File: config.mk
export PLATFORM = sky130hd
export DESIGN_NAME = dct4x4_ctrl
export DESIGN_NICKNAME = d
export VERILOG_FILES = /design/src/rtl/dct4x4_ctrl.sv
export SDC_FILE = /design/constraint.sdc
export NUM_CORES = 1
export LEC_CHECK = 0
export BUFFER_PORTS_ARGS = -buffer_cell sky130_fd_sc_hd__buf_2
export CAP_MARGIN = 20
export CORE_MARGIN = 2
export CORE_UTILIZATION = 56
export CTS_CLUSTER_DIAMETER = 200
export DETAILED_ROUTE_END_ITERATION = 6
export MAX_ROUTING_LAYER = met4
export PLACE_DENSITY = 0.77
export SYNTH_ARGS = -nofsm -noshare
export SYNTH_HDL_FRONTEND = slang
export SYNTH_SLANG_ARGS = --single-unit
File: constraint.sdc
create_clock -name clk -period 6.7 [get_ports clk]
set_clock_uncertainty 0.2 [all_clocks]
set_input_delay 0.67 -clock clk [delete_from_list [all_inputs] [get_ports clk]]
set_output_delay 0.67 -clock clk [all_outputs]
set_load 0.02 [all_outputs]
File: src/rtl/dct4x4_ctrl.sv
// Sequencer for a 4x4 forward HEVC DCT built on one external 4-point butterfly core:
// row pass, rounded/saturated transpose buffer, column pass, then four column beats out.
module dct4x4_ctrl #(
  parameter int unsigned IN_W   = 9,
  parameter int unsigned SHIFT1 = 1,
  parameter int unsigned SHIFT2 = 8
) (
  input  logic                   clk,
  input  logic                   rst,
  input  logic                   i_in_valid,
  output logic                   o_in_ready,
  input  logic signed [IN_W-1:0] i_in_x0,
  input  logic signed [IN_W-1:0] i_in_x1,
  input  logic signed [IN_W-1:0] i_in_x2,
  input  logic signed [IN_W-1:0] i_in_x3,
  output logic signed [15:0]     o_core_x0,
  output logic signed [15:0]     o_core_x1,
  output logic signed [15:0]     o_core_x2,
  output logic signed [15:0]     o_core_x3,
  output logic                   o_core_load,
  input  logic signed [23:0]     i_core_y0,
  input  logic signed [23:0]     i_core_y1,
  input  logic signed [23:0]     i_core_y2,
  input  logic signed [23:0]     i_core_y3,
  output logic                   o_out_valid,
  input  logic                   i_out_ready,
  output logic signed [15:0]     o_out_c0,
  output logic signed [15:0]     o_out_c1,
  output logic signed [15:0]     o_out_c2,
  output logic signed [15:0]     o_out_c3,
  output logic                   o_busy
);

  typedef enum logic [2:0] {StRow, StWait1, StCol, StWait2, StOut} state_e;

  // Round-half-up, arithmetic shift and clamp; 25 bits so the rounding add cannot wrap.
  function automatic logic signed [15:0] round_sat(input logic signed [23:0] y,
                                                   input int unsigned sh);
    logic signed [24:0] v;
    v = (25'(y) + (25'sd1 <<< (sh - 1))) >>> sh;
    if (v > 25'sd32767) return 16'sh7fff;
    if (v < -25'sd32768) return 16'sh8000;
    return v[15:0];
  endfunction

  state_e             r_state;
  logic [1:0]         r_row_cnt, r_col_cnt, r_beat_cnt;
  logic               r_tag0_vld, r_tag0_col, r_tag1_vld, r_tag1_col;
  logic [1:0]         r_tag0_idx, r_tag1_idx;
  logic signed [15:0] r_t [4][4];  // [row][k]
  logic signed [15:0] r_c [4][4];  // [j][column]

  logic signed [IN_W-1:0] w_x [4];
  logic signed [23:0]     w_y [4];
  logic signed [15:0]     w_core_x [4];
  logic signed [15:0]     w_out_c [4];
  logic                   w_accept, w_cap_row3, w_cap_col3;

  always_comb begin
    w_x[0] = i_in_x0;
    w_x[1] = i_in_x1;
    w_x[2] = i_in_x2;
    w_x[3] = i_in_x3;
    w_y[0] = i_core_y0;
    w_y[1] = i_core_y1;
    w_y[2] = i_core_y2;
    w_y[3] = i_core_y3;
  end

  assign o_in_ready  = !rst && (r_state == StRow);
  assign w_accept    = o_in_ready && i_in_valid;
  assign o_core_load = w_accept || (!rst && (r_state == StCol));
  assign w_cap_row3  = r_tag1_vld && !r_tag1_col && (r_tag1_idx == 2'd3);
  assign w_cap_col3  = r_tag1_vld && r_tag1_col && (r_tag1_idx == 2'd3);
  assign o_out_valid = (r_state == StOut);
  assign o_busy      = !((r_state == StRow) && (r_row_cnt == 2'd0));

  always_comb begin
    for (int k = 0; k < 4; k++) begin
      w_core_x[k] = '0;
      w_out_c[k]  = '0;
      if (!rst && (r_state == StRow)) begin
        w_core_x[k] = 16'(w_x[k]);
      end else if (!rst && (r_state == StCol)) begin
        w_core_x[k] = r_t[k][r_col_cnt];
      end
      if (r_state == StOut) begin
        w_out_c[k] = r_c[k][r_beat_cnt];
      end
    end
  end

  assign o_core_x0 = w_core_x[0];
  assign o_core_x1 = w_core_x[1];
  assign o_core_x2 = w_core_x[2];
  assign o_core_x3 = w_core_x[3];
  assign o_out_c0  = w_out_c[0];
  assign o_out_c1  = w_out_c[1];
  assign o_out_c2  = w_out_c[2];
  assign o_out_c3  = w_out_c[3];

  always_ff @(posedge clk) begin
    if (rst) begin
      r_state    <= StRow;
      r_row_cnt  <= 2'd0;
      r_col_cnt  <= 2'd0;
      r_beat_cnt <= 2'd0;
      r_tag0_vld <= 1'b0;
      r_tag0_col <= 1'b0;
      r_tag0_idx <= 2'd0;
      r_tag1_vld <= 1'b0;
      r_tag1_col <= 1'b0;
      r_tag1_idx <= 2'd0;
    end else begin
      // Tag pipeline mirrors the core's two-edge latency from load to capture.
      r_tag0_vld <= o_core_load;
      r_tag0_col <= (r_state == StCol);
      r_tag0_idx <= (r_state == StCol) ? r_col_cnt : r_row_cnt;
      r_tag1_vld <= r_tag0_vld;
      r_tag1_col <= r_tag0_col;
      r_tag1_idx <= r_tag0_idx;
      case (r_state)
        StRow: begin
          if (w_accept) begin
            r_row_cnt <= r_row_cnt + 2'd1;
            if (r_row_cnt == 2'd3) r_state <= StWait1;
          end
        end
        StWait1: if (w_cap_row3) r_state <= StCol;
        StCol: begin
          r_col_cnt <= r_col_cnt + 2'd1;
          if (r_col_cnt == 2'd3) r_state <= StWait2;
        end
        StWait2: if (w_cap_col3) r_state <= StOut;
        StOut: begin
          if (i_out_ready) begin
            r_beat_cnt <= r_beat_cnt + 2'd1;
            if (r_beat_cnt == 2'd3) r_state <= StRow;
          end
        end
        default: r_state <= StRow;
      endcase
    end
  end

  always_ff @(posedge clk) begin
    if (r_tag1_vld) begin
      for (int k = 0; k < 4; k++) begin
        if (r_tag1_col) r_c[k][r_tag1_idx] <= round_sat(w_y[k], SHIFT2);
        else            r_t[r_tag1_idx][k] <= round_sat(w_y[k], SHIFT1);
      end
    end
  end

endmodule
# Yosys cells after proc, flatten, opt, wreduce, memory -nomap -nowiden
# Memories as Yosys holds them, arrays and structs flattened.
# Cells that the tools add are included.
[op_classes] eq_ne=15 bitwise_logic=3 reduce_logical=18 mux=157 n_addsub=11 n_lt_le_gt_ge=20
[op_table] cell="2-to-1 mux 16 bit" count=77
[op_table] cell="binary-select mux 16 bit (select 2 bit)" count=8
[op_table] cell="adder 24 x 2 -> 25 bit (second input constant)" count=4
[op_table] cell="adder 24 x 9 -> 25 bit (second input constant)" count=4
[op_table] cell="greater-than comparator 24 x 16 -> 1 bit (second input constant)" count=4
[op_table] cell="less-than comparator 24 x 16 -> 1 bit (second input constant)" count=4
[op_table] cell="greater-than comparator 17 x 16 -> 1 bit (second input constant)" count=4
[op_table] cell="less-than comparator 17 x 16 -> 1 bit (second input constant)" count=4
[op_table] cell="2-to-1 mux 64 bit" count=1
[op_table] cell="2-to-1 mux 1 bit" count=61
[op_table] cell="demux 16 bit (select 2 bit)" count=1
[op_table] cell="2-to-1 mux 3 bit" count=7
[op_table] cell="case mux 3 bit (5 select lines)" count=1
[op_table] cell=">= comparator 3 bit (second input constant)" count=3
[op_table] cell="logical AND 1 bit" count=9
[op_table] cell="NOT 2 -> 3 bit" count=3
[op_table] cell="equality test 2 bit (second input constant)" count=4
[op_table] cell="!= test 2 x 1 -> 1 bit (second input constant)" count=4
[op_table] cell="AND reduction 7 bit" count=1
[op_table] cell="adder 2 x 1 -> 2 bit (second input constant)" count=3
[op_table] cell="equality test 3 x 2 -> 1 bit (second input constant)" count=2
[op_table] cell="!= test 2 bit (second input constant)" count=3
[op_table] cell="AND reduction 2 bit" count=2
[op_table] cell="equality test 3 x 1 -> 1 bit (second input constant)" count=1
[op_table] cell="7 further kinds" count=9
[word_totals] out_inout_bits=132 in_bits=136 mem_bits_rw=512 reg_bits=17 memories=2
[memory_table] name="r_c" depth=4 width=64 rd=4 rd_ports_with_merged_regs=0 write_ports=4 line="51" rtl="logic signed [15:0] r_c [4][4];"
[memory_table] name="r_t" depth=4 width=64 rd=4 rd_ports_with_merged_regs=0 write_ports=1 line="50" rtl="logic signed [15:0] r_t [4][4];"

# Logic depth before layout (Yosys ltp)
# Gate-level depths: netlist of the first run.
[logic_depth] depth_word=12 depth_mapped=10 ltp_nobuf=8

# Worst setup path after synthesis of the first run
# Ideal clock, no wire load.
[synth_timing] path_type="register -> register" startpoint="reg r_tag1_col" endpoint="mem r_t[0][0] (netlist name) (enable)" stages_incl_launch_ff=3 n_path_buf=0 arrival_ps=4850 setup_slack_ps=1085 period_less_slack_ps=5615 t_required_ps=5935 cell_sequence="dfxtp_1 nand2b_1 nor3_1"
[synth_between] elab_chain_len=3
[synth_rtl] item="from (decl)" line="48" rtl="logic r_tag0_vld, r_tag0_col, r_tag1_vld, r_tag1_col;"
[synth_rtl] item="from (signal assigned)" line="120" rtl="r_tag1_col <= r_tag0_col;"
[synth_rtl] item="2-to-1 mux 1 bit" line="149" rtl="if (r_tag1_col) r_c[k][r_tag1_idx] <= round_sat(w_y[k], SHIFT2);"
[synth_rtl] item="2-to-1 mux 1 bit" line="147" rtl="if (r_tag1_vld) begin"
[synth_rtl] item="2-to-1 mux 1 bit (implied by the code)" line="150" rtl="else r_t[r_tag1_idx][k] <= round_sat(w_y[k], SHIFT1);"
[synth_rtl] item="to (decl)" line="50"
# Every way passes these cells.

# Worst setup path in the final report of the first run
[layout_timing] startpoint="reg r_state[2]" endpoint="out o_core_x1[3]"
[layout_between] elab_chain_len=4 elab_cells_between_ends=6 classes_between="eq/ne: 1; mux: 2; reduce/logical: 3"
[layout_rtl] item="from (decl)" line="46" rtl="state_e r_state;"
[layout_rtl] item="from (signal assigned)" line="104" rtl="r_state <= StRow;"
[layout_rtl] item="from (signal assigned)" line="126" rtl="if (r_row_cnt == 2'd3) r_state <= StWait1;"
[layout_rtl] item="from (signal assigned)" line="129" rtl="StWait1: if (w_cap_row3) r_state <= StCol;"
[layout_rtl] item="equality test 3 x 2 -> 1 bit" line="84" rtl="end else if (!rst && (r_state == StCol)) begin"
[layout_rtl] item="logical AND 1 bit" line="84"
[layout_rtl] item="2-to-1 mux 16 bit" line="84"
[layout_rtl] item="2-to-1 mux 16 bit *" line="82" rtl="if (!rst && (r_state == StRow)) begin"
[layout_rtl] item="to (decl)" line="17" rtl="output logic signed [15:0] o_core_x1,"
# Every way passes the cells marked *; elsewhere a longest branch is shown, timed or not.

==> summary.md, run 1 <==
| Metric | Value |
|---|---|
| Routed WL | `62,000 um` |
| Fmax | `229 MHz` |
| Fin crit period | `4.37 ns` |
| Fin crit share | `0.652` |
| Syn-to-layout area delta | `14.9%` |
| Startpoint Class | `flop` |
| Global-route wire length before repair | `91,500 um` |
| Syn Nets | `1,766` |
| Hold Crit Class | `input pin to flop` |
| Worst vdd ir | `0.222 mV` |
| CP Max Fanout | `71` |
| Initial antenna violation count | `15` |
| Max Transition Viols Final | `0` |
| Max Cap Viol | `0` |
| Port bufs | `267` |
| Number of warnings issued by yosys | `0` |
| Core ar. | `43,000 um^2` |
| Root Driver | `clkbuf_16` |
| Hold buffers post-CTS | `0` |
| Number of H-tree levels | `2` |
| Clk slew on worst S/H paths | `0.07 ns` |
| Worst Tran Pin Value | `1.07 ns` |
| Commonest non-fill, non-tap cell in the layout | `edfxtp_1` |
| Die width | `212 um` |
| Status | `complete, no violations` |
| Grt total ovfl | `0` |
| Leakage | `9.65 nW` |
| Post-synth ARST share | `0` |
| Hold WS | `0.196 ns` |
| Gate Count Post-Synth | `1,616` |
| Routed length per instance | `24.9 um` |
| Cell area after synthesis | `24,300 um^2` |
| Nets | `1,998` |
| Worst Path Arrival | `3.50 ns` |
| HPWL after DPL | `41,700 um` |
| Slew margin rel. | `0.290` |
| Cts repair resizes | `0` |
| Largest net degree at the start of global routing | `72` |
| Setup TNS Final | `0 ns` |
| # clock sinks | `529` |
| #FFs+latches synth | `529` |
| Yosys cell types | `76` |
| Worst Path Required | `5.83 ns` |
| Die H | `212 um` |
| Vias/cell | `6.09` |
| CTS buffer count | `52` |
| Setup crit end kind | `output pin` |
| Placed cells | `2,378` |
| Post-route insts no fill | `2,491` |
| Layout cells sized above 1 | `0.297` |
| RSZ-0062 raised after global routing | `false` |
| Setup slack after layout | `2.33 ns` |
| DRC errors left | `0` |
| Setup bufs post-CTS | `0` |
| FP Rows | `76` |
| Drt initial violations | `1,370` |
| Clock Path Buffers | `3` |
| GR Util All Layers | `0.285` |
| IO Pins | `268` |
| Placement-stage worst setup slack | `2.69 ns` |
| Top_reg_cell synth | `edfxtp_1` |
| Syn Area/Cell | `15.1 um^2` |
| CTS tree | `yes` |
| Highest-count cells in the layout ignoring fill and taps | `edfxtp_1, buf_2, nand2_1` |
| Power Density | `251 nW/um^2` |
| Post-synth EDFFs | `512` |
| Fin. Hold Viols | `0` |
| Initial Util | `0.566` |
| Vias in the first global route | `14.6k` |
| Die area | `45,100 um^2` |
| Register area share after synthesis | `0.646` |
| Final setup viols | `0` |
| GPL Wtd Cong | `0.892` |
| Router iterations before antenna repair | `7` |
| Antenna viol nets, final | `0` |
| Via count | `15.2k` |
| Crit Path Category | `flop to output pin` |
| Worst skew pair latency | `0.59 ns` |
[synth_stat cells (all sizes together) (3+ instances only)]
master / count / area (um^2)
xor2: 64 / 561
nor4: 10 / 98.8
clkbuf: 70 / 268
o31ai: 5 / 42.5
nor3: 24 / 136
or3: 11 / 78.8
dfxtp: 17 / 340
a311oi: 3 / 26.3
o21ai: 79 / 444
mux4: 128 / 2880
and4: 12 / 108
buf: 43 / 218
xnor2: 62 / 562
a31oi: 5 / 31.3
a21o: 3 / 23.8
nor2b: 9 / 56.3
and2: 4 / 25.0
inv: 20 / 75.1
nand4: 31 / 206
and3: 74 / 463
ha: 14 / 175
edfxtp: 512 / 15400
nand2b: 7 / 51.3
or2: 6 / 37.5
a21boi: 3 / 22.5
a22o: 32 / 280
nand3: 44 / 230
nor3b: 8 / 60.1
nor2: 73 / 277
mux2i: 3 / 30.0
nand2: 170 / 641
a21oi: 40 / 200
[metrics by stage]
step                 util  cell area [um^2]  power [mW]
floorplan               -             24300        3.97
global placement    0.609             26200        4.14
detailed placement  0.609             26200        4.15
CTS                 0.650             27900        7.05
global route        0.651             28000        7.19
finish              0.651             28000        7.02
[registers in the layout, summed over array words and instances, names as in the netlist]
| signal | count |
|---|---|
| r_c | 256 |
| r_tag1_vld | 1 |
| r_t | 256 |
| r_tag0_col | 1 |
| r_tag1_col | 1 |
| r_tag1_idx | 2 |
| r_col_cnt | 2 |
| r_tag0_vld | 1 |
| r_beat_cnt | 2 |
| r_row_cnt | 2 |
| r_tag0_idx | 2 |
| r_state | 3 |
[cells by family (layout without fill, tap and decap cells)]
kind of cell             count (synthesis)  after routing  synth area share
AND/OR/NAND/NOR                        489            489             0.104
multiplexers                           133            133             0.121
buffers and inverters                  133            407            0.0230
other                                    0             16                 0
XOR/XNOR                               126            126            0.0461
AO/OA/AOI/OAI                          192            192            0.0532
flip-flops                             529            529             0.646
adder cells (fa/ha/maj)                 14             14           0.00720
[cell type report]
type / count / area (um^2)
Inverter: 20 / 75.1
Fill cell: 3046 / 15000
Clock buffer: 58 / 1370
Tap cell: 585 / 732
Sequential cell: 529 / 15700
Antenna cell: 16 / 40.0
Clock inverter: 38 / 360
Timing Repair Buffer: 291 / 1520
Multi-Input combinational cell: 954 / 8150
[worst max-delay path, stage by stage (launching register included)]
cell and delay [ns]:
dfxtp_2 0.31, buf_4 0.31, nor3b_1 0.79, nor2b_4 0.49, buf_4 0.53, a22o_1 0.23, buf_2 0.17
[path summary, 6_finish.rpt]
path	from	end	slack [ns]	cells after the start
worst max-delay path	r_state[2]$_SDFFE_PP0P_	o_core_x1[3]	2.33	6
worst min-delay path	i_out_ready	r_beat_cnt[1]$_SDFFE_PP0P_	0.20	3
worst max register to register	r_tag1_vld$_SDFF_PP0_	r_c[2][36]$_DFFE_PP_	4.06	3
worst min register to register	r_tag0_col$_SDFF_PP0_	r_tag1_col$_SDFF_PP0_	0.24	1
[report_power, final]
group	total, mW	leakage (nW)	switching [mW]	internal [mW]
combinational	0.418	4.06	0.290	0.128
clock	2.94	0.847	1.23	1.70
sequential	3.67	4.74	0.00742	3.66
[per-layer routing]
layer | GRT usage | share of wire | vias to the layer above
met2 | 0.446 | 0.50 | 718
met5 | - | 0 | -
met1 | 0.384 | 0.39 | 7620
met4 | 0.0854 | 0.025 | 0
met3 | 0.0544 | 0.083 | 84
li1 | - | - | 6754
No activity file was read; power rests on OpenSTA's default activity.
==> inputs of run 2 (changes only) <==
==> constraint.sdc (replaced) <==
create_clock -name clk -period 4.15 [get_ports clk]
set_clock_uncertainty 0.2 [all_clocks]
set_input_delay 0.415 -clock clk [delete_from_list [all_inputs] [get_ports clk]]
set_output_delay 0.415 -clock clk [all_outputs]
set_load 0.02 [all_outputs]
==> summary.md, run 2 (synthesis gave the netlist of run 1 again) <==
| Metric | Value |
|---|---|
| Worst vdd ir | `0.372 mV` |
| Power Density | `396 nW/um^2` |
| Syn-to-layout area delta | `15.1%` |
| Commonest non-fill, non-tap cell in the layout | `edfxtp_1` |
| # clock sinks | `529` |
| Grt total ovfl | `0` |
| Placed instance area | `26,300 um^2` |
| Root Driver | `clkbuf_16` |
| Cts repair resizes | `0` |
| Antenna viol nets, final | `0` |
| CP Max Fanout | `39` |
| Startpoint Class | `flop` |
| Fin crit share | `0.905` |
| Core ar. | `43,000 um^2` |
| Vias/cell | `6.12` |
| GPL Wtd Cong | `0.934` |
| Final setup viols | `0` |
| Hold buffers post-CTS | `3` |
| Worst stage delay on the critical path | `0.71 ns` |
| Clock Path Buffers | `3` |
| Setup TNS Final | `0 ns` |
| Initial antenna violation count | `14` |
| Clk slew on worst S/H paths | `0.06 ns` |
| Vias in the first global route | `14.9k` |
| Worst Path Arrival | `3.14 ns` |
| Setup bufs post-CTS | `0` |
| Nets | `2,010` |
| Highest-count cells in the layout ignoring fill and taps | `edfxtp_1, buf_2, nand2_1` |
| Layout cells sized above 1 | `0.295` |
| Die area | `45,100 um^2` |
| Biggest regs | `r_c: 256 flops, r_t: 256 flops, r_state: 3 flops` |
| CTS buffer count | `52` |
| Worst Tran Pin Value | `1.09 ns` |
| FP Rows | `76` |
| Slew margin rel. | `0.276` |
| Max Cap Viol | `0` |
| Routed length per instance | `25.3 um` |
| Post-route cell area | `28,000 um^2` |
| Worst path most repeated cell | `buf_4` |
| Setup crit end kind | `output pin` |
| Fmax | `266 MHz` |
| Max Transition Viols Final | `0` |
| Fin. Hold Viols | `0` |
| CTS tree | `yes` |
| HPWL after DPL | `43,500 um` |
| Power Total | `11.1 mW` |
| Slowest cell on the critical path | `nor2b_4` |
| Die H | `212 um` |
| Port bufs | `267` |
| Number of H-tree levels | `2` |
| Worst Path Required | `3.53 ns` |
| GR Util All Layers | `0.291` |
| Via count | `15.3k` |
| RSZ-0062 raised after global routing | `false` |
| Fin crit period | `3.75 ns` |
| Hold WS | `0.0835 ns` |
| Initial Util | `0.566` |
| Global-route wire length before repair | `92,800 um` |
| Crit Path Category | `flop to output pin` |
| Router iterations before antenna repair | `5` |
| Drt initial violations | `1,672` |
| Largest net degree at the start of global routing | `65` |
| Hold Crit Class | `input pin to flop` |
| Worst skew pair latency | `0.59 ns` |
| Status | `complete, no violations` |
| Critical path cell sequence | `nor3b_1, buf_4, nor2b_4, buf_4, a22o_1, buf_2` |
| Die width | `212 um` |
| DRC errors left | `0` |
| Leakage | `9.66 nW` |
| IO Pins | `268` |
| Routed WL | `63,300 um` |
==> run 2: changes by cell type in the layout (fill, tap and decap cells not counted), sizes merged <==
cell,previous run,this run
buf,290,300
bufinv,6,3
clkbuf,59,62
diode,16,13
dlygate4sd3,0,3
clkinvlp,3,1
inv,21,23
==> run 2: final cells by class <==
| class | instances | area, um^2 |
|---|---|---|
| Inverter | 20 | 75.1 |
| Clock buffer | 62 | 1340 |
| Clock inverter | 35 | 278 |
| Antenna cell | 13 | 32.5 |
| Multi-Input combinational cell | 954 | 8150 |
| Tap cell | 585 | 732 |
| Timing Repair Buffer | 303 | 1680 |
| Fill cell | 3051 | 15000 |
| Sequential cell | 529 | 15700 |
==> run 2: per-layer routing <==
metal	GRT usage	wire, um	vias to the layer above
met5	-	0	-
met4	0.0851	1610	0
met3	0.0558	5670	90
met2	0.469	31800	760
met1	0.382	24200	7683
li1	-	-	6779
==> run 2: final timing paths <==
path	cells after the start	slack (ns)	endpoint	startpoint
max	6	0.40	o_core_x3[0]	r_state[1]$_SDFFE_PP0P_
min	3	0.08	r_c[3][1]$_DFFE_PP_	i_core_y3[9]
max reg2reg	3	1.78	r_c[3][4]$_DFFE_PP_	r_tag1_idx[1]$_SDFF_PP0_
min reg2reg	1	0.24	r_tag1_vld$_SDFF_PP0_	r_tag0_vld$_SDFF_PP0_
==> run 2: through the flow <==
| stage | worst slack (ns) | util | std cells |
|---|---|---|---|
| 2_1_floorplan | 0.258 | - | 1616 |
| 3_3_place_gp | 0.429 | 0.613 | 2388 |
| 3_5_place_dp | 0.327 | 0.613 | 2388 |
| 4_1_cts | 0.424 | 0.651 | 2488 |
| 5_1_grt | 0.236 | 0.652 | 2500 |
| 6_report | 0.396 | 0.652 | 2501 |
==> run 2: where the power goes <==
part | leakage, nW | switching [mW] | internal, mW
clock | 0.797 | 1.98 | 2.50
combinational | 4.12 | 0.467 | 0.209
sequential | 4.74 | 0.0118 | 5.91
total | 9.66 | 2.46 | 8.63
==> run 2: worst max-delay path, delay by kind of cell (launching register included) <==
kind	cells	cell delay, ns
simple gates	2	0.95
flops	1	0.52
buf+inv	3	0.85
compound gates	1	0.20
==> inputs of run 3 (changes only) <==
--- a/config.mk
+++ b/config.mk
@@ -8,11 +8,10 @@
 export BUFFER_PORTS_ARGS = -buffer_cell sky130_fd_sc_hd__buf_2
 export CAP_MARGIN = 20
 export CORE_MARGIN = 2
-export CORE_UTILIZATION = 56
+export CORE_UTILIZATION = 45
 export CTS_CLUSTER_DIAMETER = 200
 export DETAILED_ROUTE_END_ITERATION = 6
 export MAX_ROUTING_LAYER = met4
-export PLACE_DENSITY = 0.77
 export SYNTH_ARGS = -nofsm -noshare
 export SYNTH_HDL_FRONTEND = slang
 export SYNTH_SLANG_ARGS = --single-unit
==> summary.md, run 3 (synthesis gave the netlist of run 1 again) <==
| Metric | Value |
|---|---|
| Initial Util | `0.454` |
| Vias in the first global route | `15.1k` |
| Status | `complete, no violations` |
| Core ar. | `53,600 um^2` |
| CTS tree | `yes` |
| Fin crit period | `3.72 ns` |
| RSZ-0062 raised after global routing | `false` |
| Cell family with most CP delay | `simple AND/OR/NAND/NOR gates` |
| Beginning of the worst hold path | `i_core_y3[9]` |
| Router iterations before antenna repair | `5` |
| Die width | `237 um` |
| Setup slack after layout | `0.429 ns` |
| HPWL after DPL | `45,700 um` |
| Hold buffers post-CTS | `4` |
| Crit Reg-Reg Endpoint | `r_beat_cnt[1]$_SDFFE_PP0P_` |
| Root Driver | `clkbuf_16` |
| Fin crit share | `0.897` |
| Drt initial violations | `1,371` |
| Highest-count cells in the layout ignoring fill and taps | `edfxtp_1, buf_2, nand2_1` |
| Commonest non-fill, non-tap cell in the layout | `edfxtp_1` |
| Hold-critical path depth | `3` |
| Cts repair resizes | `0` |
| IO Pins | `268` |
| Worst Path Required | `3.53 ns` |
| Final setup viols | `0` |
| Hold Crit Class | `input pin to flop` |
| CTS buffer count | `55` |
| Port bufs | `267` |
| R2R setup slack | `1.68 ns` |
| Clk slew on worst S/H paths | `0.06 ns` |
| Syn-to-layout area delta | `16.8%` |
| Setup bufs post-CTS | `0` |
| CP Max Fanout | `44` |
| # clock sinks | `529` |
| Clock Path Buffers | `3` |
| Fmax | `269 MHz` |
| Via count | `15.1k` |
| Power Density | `407 nW/um^2` |
| Crit. path cell count | `7` |
| Startpoint Class | `flop` |
| Slowest cell on the critical path | `nor2b_4` |
| FP Rows | `85` |
| Routed length per instance | `25.0 um` |
| Worst Path Arrival | `3.11 ns` |
| Max Transition Viols Final | `0` |
| Worst Tran Pin Value | `1.15 ns` |
| Nets | `2,020` |
| Initial antenna violation count | `10` |
| Slew margin rel. | `0.228` |
| Layout cells sized above 1 | `0.299` |
| Fin. Hold Viols | `0` |
| Placement-stage worst setup slack | `0.337 ns` |
| Worst stage delay on the critical path | `0.61 ns` |
| Routed WL | `65,500 um` |
| Die area | `56,000 um^2` |
| Cells on worst reg2reg path | `6` |
| Setup crit end kind | `output pin` |
| Grt total ovfl | `0` |
| Crit Path Category | `flop to output pin` |
| Reg-to-reg startpoint | `r_state[1]$_SDFFE_PP0P_` |
| Setup TNS Final | `0 ns` |
| Critical path cell sequence | `nor3b_1, buf_4, nor2b_4, buf_4, nand2_1, nand2_1, buf_2` |
| Largest net degree at the start of global routing | `70` |
| Max Cap Viol | `0` |
| Die H | `237 um` |
| Global-route wire length before repair | `97,000 um` |
| DRC errors left | `0` |
| Min-Delay Endpoint | `r_c[3][17]$_DFFE_PP_` |
| GPL Wtd Cong | `0.883` |
| Worst skew pair latency | `0.60 ns` |
| Buffer and inverter count on the worst path | `3` |
| Number of H-tree levels | `2` |
| Vias/cell | `5.76` |
| Biggest regs | `r_c: 256 flops, r_t: 256 flops, r_state: 3 flops` |
| Worst vdd ir | `0.331 mV` |
| Antenna viol nets, final | `0` |
| GR Util All Layers | `0.242` |
| Leakage | `9.79 nW` |
## run 3: changes by cell type in the layout (fill, tap and decap cells not counted), moves of 3 or more
cell	delta
clkinv_1	-7
clkbuf_1	+5
clkinv_2	-5
buf_4	+4
bufinv_16	+4
clkbuf_16	+4
clkbuf_8	+3
## run 3: routing by layer
layer	vias up	share of wire	track usage
met5	-	0	-
met4	0	0.025	0.0656
li1	6800	-	-
met2	505	0.50	0.393
met3	82	0.071	0.0505
met1	7706	0.40	0.312
## run 3: worst min-delay path, cell delays in order
cell     delay [ns]
buf_2          0.15
xnor2_1        0.09
nand2_1        0.12
## run 3: metrics by stage
stage / area (um^2) / cells / hold WS, ns / total power, mW / utilization
after floorplan: 24300 / 1616 / 0.214 / 6.41 / -
after global placement: 26500 / 2505 / 0.218 / 6.72 / 0.495
after detailed placement: 26500 / 2505 / 0.232 / 6.73 / 0.495
after CTS: 28400 / 2608 / 0.0559 / 11.7 / 0.530
after global routing: 28400 / 2617 / 0.103 / 11.9 / 0.530
final: 28400 / 2619 / 0.0990 / 11.6 / 0.530
## run 3: worst max-delay path by stage
| stage | start | endpoint | slack [ns] |
|---|---|---|---|
| after detailed placement | i_core_y2[7] | r_t[0][27]$_DFFE_PP_ | 0.34 |
| after global routing | r_state[1]$_SDFFE_PP0P_ | o_core_x0[12] | 0.18 |
| after global placement | i_core_y2[7] | r_t[0][29]$_DFFE_PP_ | 0.41 |
| final | r_state[1]$_SDFFE_PP0P_ | o_core_x0[8] | 0.43 |
| after CTS | r_state[1]$_SDFFE_PP0P_ | o_core_x0[12] | 0.42 |
| after floorplan | r_tag1_idx[0]$_SDFF_PP0_ | r_t[2][0]$_DFFE_PP_ | 0.26 |
## run 3: power breakdown
| group | switching, mW | internal (mW) |
|---|---|---|
| clock network | 1.98 | 2.96 |
| registers | 0.0112 | 5.91 |
| logic | 0.480 | 0.211 |
## run 3: area by class of cell
cell class                      instances  area [um^2]
Clock buffer                           74         1500
Antenna cell                           11         27.5
Inverter                               20         75.1
Tap cell                              696          871
Sequential cell                       529        15700
Fill cell                            4548        25200
Clock inverter                         25          317
Timing Repair Buffer                  310         1760
Multi-Input combinational cell        954         8150
